==> config.mk <==
export PLATFORM = sky130hd
export DESIGN_NAME = reg_file_rv32i
export DESIGN_NICKNAME = d
export VERILOG_FILES = /design/src/rtl/rv32i_pkg.sv /design/src/rtl/reg_file_rv32i.sv
export SDC_FILE = /design/constraint.sdc
export NUM_CORES = 1
export LEC_CHECK = 0
export CAP_MARGIN = 20
export CORE_UTILIZATION = 45
export CTS_CLUSTER_SIZE = 10
export DETAILED_ROUTE_END_ITERATION = 10
export PLACE_DENSITY = 0.69
export SYNTH_ARGS = -nofsm -noshare
export SYNTH_HDL_FRONTEND = slang
export SYNTH_SLANG_ARGS = --single-unit
==> constraint.sdc <==
create_clock -name clk -period 6.6 [get_ports clk]
set_input_delay 0.66 -clock clk [delete_from_list [all_inputs] [get_ports clk]]
set_output_delay 0.66 -clock clk [all_outputs]
set_load 0.02 [all_outputs]
==> src/rtl/rv32i_pkg.sv <==
//------------------------------------------------------------------------------
// rv32i_pkg : shared RV32I constants and register-file state encoding
// Revision  : 1.0
//------------------------------------------------------------------------------
`default_nettype none

package rv32i_pkg;

  localparam int XLEN       = 32;
  localparam int REG_ADDR_W = 5;
  localparam int NUM_REGS   = 32;

  typedef enum logic [0:0] {
    RF_CLEAR = 1'b0,
    RF_READY = 1'b1
  } rf_state_t;

  localparam logic [REG_ADDR_W-1:0] X0 = 5'd0;

endpackage

`default_nettype wire

==> src/rtl/reg_file_rv32i.sv <==
//------------------------------------------------------------------------------
// reg_file_rv32i : 32-entry integer register file, 2 async reads, 1 write
// Revision       : 1.0
//------------------------------------------------------------------------------
`default_nettype none

module reg_file_rv32i
  import rv32i_pkg::*;
#(
  parameter int n        = rv32i_pkg::XLEN,
  parameter int NUM_REGS = rv32i_pkg::NUM_REGS,
  parameter int ADDR_W   = rv32i_pkg::REG_ADDR_W
) (
  input  logic              clk,
  input  logic              rst_n,
  input  logic [ADDR_W-1:0] rs1_addr,
  input  logic [ADDR_W-1:0] rs2_addr,
  input  logic [ADDR_W-1:0] rd_addr,
  input  logic [n-1:0]      rd_data,
  input  logic              reg_write,
  output logic [n-1:0]      op1,
  output logic [n-1:0]      op2,
  output logic              busy
);

  localparam logic [ADDR_W-1:0] LAST_IDX = ADDR_W'(NUM_REGS - 1);

  rf_state_t         state_q, state_d;
  logic [ADDR_W-1:0] clr_idx_q, clr_idx_d;
  logic              busy_q, busy_d;

  logic [n-1:0]      mem_q [NUM_REGS];

  logic              sweep_we;
  logic              user_we;
  logic              wr_en;
  logic [ADDR_W-1:0] wr_addr;
  logic [n-1:0]      wr_data;

  always_comb begin
    state_d   = state_q;
    clr_idx_d = clr_idx_q;
    busy_d    = busy_q;
    if (state_q == RF_CLEAR) begin
      if (clr_idx_q == LAST_IDX) begin
        clr_idx_d = '0;
        state_d   = RF_READY;
        busy_d    = 1'b0;
      end else begin
        clr_idx_d = clr_idx_q + 1'b1;
      end
    end
  end

  // busy is kept as its own flop so the stall output is a clean register
  always_ff @(posedge clk) begin
    if (!rst_n) begin
      state_q   <= RF_CLEAR;
      clr_idx_q <= '0;
      busy_q    <= 1'b1;
    end else begin
      state_q   <= state_d;
      clr_idx_q <= clr_idx_d;
      busy_q    <= busy_d;
    end
  end

  assign sweep_we = rst_n && (state_q == RF_CLEAR);
  assign user_we  = rst_n && (state_q == RF_READY) && reg_write && (rd_addr != X0);
  assign wr_en    = sweep_we || user_we;
  assign wr_addr  = sweep_we ? clr_idx_q : rd_addr;
  assign wr_data  = sweep_we ? '0 : rd_data;

  // No reset on the array so it maps onto plain RAM; the sweep clears it.
  always_ff @(posedge clk) begin
    if (wr_en) begin
      mem_q[wr_addr] <= wr_data;
    end
  end

  // No write-through bypass: a same-cycle write is visible only next cycle.
  assign op1  = (busy_q || rs1_addr == X0) ? '0 : mem_q[rs1_addr];
  assign op2  = (busy_q || rs2_addr == X0) ? '0 : mem_q[rs2_addr];
  assign busy = busy_q;

endmodule

`default_nettype wire

==> qor.yml <==
fillers: 8253
worst_slew_pin_slew_ns: 1.22
number_of_synthesized_register_bits: 1031
p_per_area_mw_per_mm2: 254
largest_family_of_logic_cells_by_synthesized_area: "multiplexers"
peak_fanout_along_the_critical_path: 43
seq_total_area_yosys: 0.640
routed_wl_um: 160000
grt_first_pass_wirelength_um: 224000
endpoint_kind: "primary output"
critical_path.startpoint_type: "input port"
area.sequential_mm2: 0.0309
cts_tree: "built"
worst_skew_pair.late_latency_ns: 0.70
place_congestion: 0.911
p_comb_frac: 0.074
power.share.switching: 0.224
post_synth_xor_area_fraction: 0
maxCapViolCount: 0
initial_antenna_violation_count: 3
period_share: 0.724
irDropWorstVdd_mv: 0.256
relSlewSlack: 0.185
worst_setup_hold_path_clk_slew_ns: 0.05
synth-simple-area-share: 0.0466
vias: 31100
grt_overflow: 0
clock_sinks: 1031
detail_route.first_pass.iterations: 8
io_pins: 115
timing.hold.ws_ns: 0.604
cp_cell_sequence: "clkbuf_8, buf_4, o21ba_2, and3_1, a21oi_1, nand4_1, clkdlybuf4s50_1"
power.clock.fraction: 0.403
synthesized_area_fraction_occupied_by_ao_oa_aoi_and_oai_cells: 0.0585
critical_path.startpoint: "rs1_addr[0]"
antenna_cells: 0
number_of_hold_slack_violations_in_the_final_timing_report: 0
multi_input_area_mm2: 0.0165
synth.cell_area_mm2: 0.0483
synth.net_count: 2915
worst_r2r_startpoint: "state_q$_SDFF_PN0_"
final_period_demand_of_the_worst_path_ns: 4.78
grtUsageTotal: 0.293
fin_nets: 3049
design.die.area_mm2: 0.109
clock-root-buffer: "clkbuf_16"
power.net_switching_w: 0.00312
synth_fa_ha_area_frac: 0.000518
totalNegativeSetupSlack_ns: 0
die_y_extent_um: 330
htree_levels: 3
hold_path.class: "flop to flop"
drt_drc_violations_left: 0
slew_limit_fails: 0
class_of_the_most_critical_setup_path: "input port to primary output"
drt-vias-per-instance: 7.04
highest-signal-layer: "met5"
total_power_w: 0.0139
setup_viol_count_final: 0
arrival_ns: 4.12
cpMaxStageDelayCell: "o21ba_2"
syn-instance-count: 2863
fin_skew_ns: 0.0295
grt_pass1_vias: 31000
hold_buffers: 0
number_of_distinct_standard_cells_referenced_by_the_synthesized_netlist: 47
pwr-share-seq: 0.524
post_cts_resize_count: 0
end_of_flow_core_utilization: 0.518
drive_gt1_frac: 0.194
synth-async-reset-ratio: 0
synth_top_area_frac: 0.637
drtAntennaViolNets: 0
cellInternalPower_w: 0.0108
core_region_area_mm2: 0.106
slowest_delay_ns: 0.71
die-width_um: 330
clock.fmax_mhz: 209
clock_tree.buffer_depth: 3
post-dp-hpwl_um: 99100
floorplan.rows: 119
dr.first_iter.drc_count: 4839
cellLeakagePower_nw: 18.6
number_of_enable_type_register_cells_in_the_synthesized_netlist: 1024
post_cts.repair.setup_buffers: 0
cts-buffers-inserted: 115
run_status: "completed"
buffer_ports.inserted: 114
hold_start: "clr_idx_q[1]$_SDFFE_PN0N_"
met2_length_um: 72100
synthMuxAreaShare: 0.227
wl_met1_um: 58900
rsz0062_at_grt: "no"
path_delay_family: "buffers and inverters"
worst-path-buf-inv: 3
pin_count_of_the_biggest_net_entering_global_routing: 115
wire_per_inst_um: 36.3
synth_flop_cell: "edfxtp_1"
synth.yosys.warnings: 0
critical_path_required_ns: 5.94
initial_core_util: 0.456
synth.avg_cell_area_um2: 16.9
met3WireLength_um: 21000
netlist.top_cell.by_area: "edfxtp_1"
area_growth_pct: 13.5
netlist_top_cells_area: "edfxtp_1 64%, mux4_2 12%, mux2i_1 11%, a22oi_1 4.2%, nand3_1 1.4%"
-- per-stage QoR --
stage	setup WS, ns	instances	cell area [um^2]
floorplan	3.37	2863	48300
global placement	1.59	4247	51100
detailed placement	1.43	4253	51300
CTS	1.84	4398	54400
global route	1.73	4416	54800
finish	1.82	4416	54800
-- placed cells by master, fill, tap and decap left out, drive strengths merged, types with 65 or more instances in the layout --
| cell type | n |
|---|---|
| mux4 | 254 |
| edfxtp | 1024 |
| nand3 | 132 |
| nand2 | 67 |
| a21oi | 76 |
| clkbuf | 139 |
| clkdlybuf4s50 | 108 |
| mux2i | 521 |
| nand4 | 65 |
| a22oi | 269 |
| buf | 135 |
-- power groups by stage --
stage	sequential [W]	combinational [W]	clock (W)
2_1_floorplan	0.00742	0.000645	0
3_3_place_gp	0.00742	0.000940	0
3_5_place_dp	0.00743	0.000971	0
4_1_cts	0.00730	0.000973	0.00561
5_1_grt	0.00729	0.00105	0.00585
6_report	0.00729	0.00103	0.00561
-- cell usage after synthesis, types with 2 or more instances --
library cell     n
mux2i_1        521
a21oi_1         76
buf_2           91
dfxtp_1          7
a31o_2           3
nor4b_1          3
ha_1             2
buf_6           26
nor2_1          38
buf_4           38
a31oi_1         21
and3_1          45
nand3_1        132
and2_1          38
nand4_1         65
a22oi_1        269
o21ai_0          3
a21boi_0         3
nand2_1         67
mux2_2           3
buf_1            2
mux4_2         253
inv_1            3
nor3b_1          2
nor3_1           4
edfxtp_1      1024
nand2b_1         2
clkbuf_1        71
nor4bb_1         3
nor2b_1         11
a22o_1          19
o21ba_2          3
-- metal layers --
metal / GRT usage / vias up
met3: 0.0693 / 452
met4: 0.135 / 2
li1: - / 12100
met1: 0.399 / 16000
met5: 0 / -
met2: 0.445 / 2551
-- worst register-to-register path: stages (launching register included) --
cell	delay, ns
dfxtp_1	0.71
nand2b_1	0.58
buf_8	0.24
mux2i_1	0.28
nand3_1	0.66
nor2_4	1.13
buf_4	0.54
-- state kept, by name (all words and copies together), names as in the netlist --
name	count
mem_q	1024
busy	1
clr_idx_q	5
state_q	1
-- final cells by class --
cell class,instances,share of cell area
inverter,3,0.000206
clock inverter,9,0.00160
clock buffer,136,0.0547
timing repair buffer,246,0.0473
sequential,1031,0.564
tap,1391,0.0318
multi-input combinational,1600,0.301
-- worst paths after layout --
| check | cells past startpoint | to | slack [ns] |
|---|---|---|---|
| worst max-delay path | 7 | op1[9] | 1.82 |
| worst min-delay path | 2 | clr_idx_q[3]$_SDFFE_PN0N_ | 0.60 |
| worst max register to register | 6 | mem_q[24][16]$_DFFE_PP_ | 2.09 |
| worst min register to register | 2 | clr_idx_q[3]$_SDFFE_PN0N_ | 0.60 |
-- cells by family (layout without fill, tap and decap cells) --
kind of cell / count (synthesis) / after routing
AND/OR/NAND/NOR: 419 / 419
AO/OA/AOI/OAI: 401 / 401
multiplexers: 778 / 778
flip-flops: 1031 / 1031
adder cells (fa/ha/maj): 2 / 2
buffers and inverters: 232 / 394
Note: power is estimated with default switching activity, not from simulation.
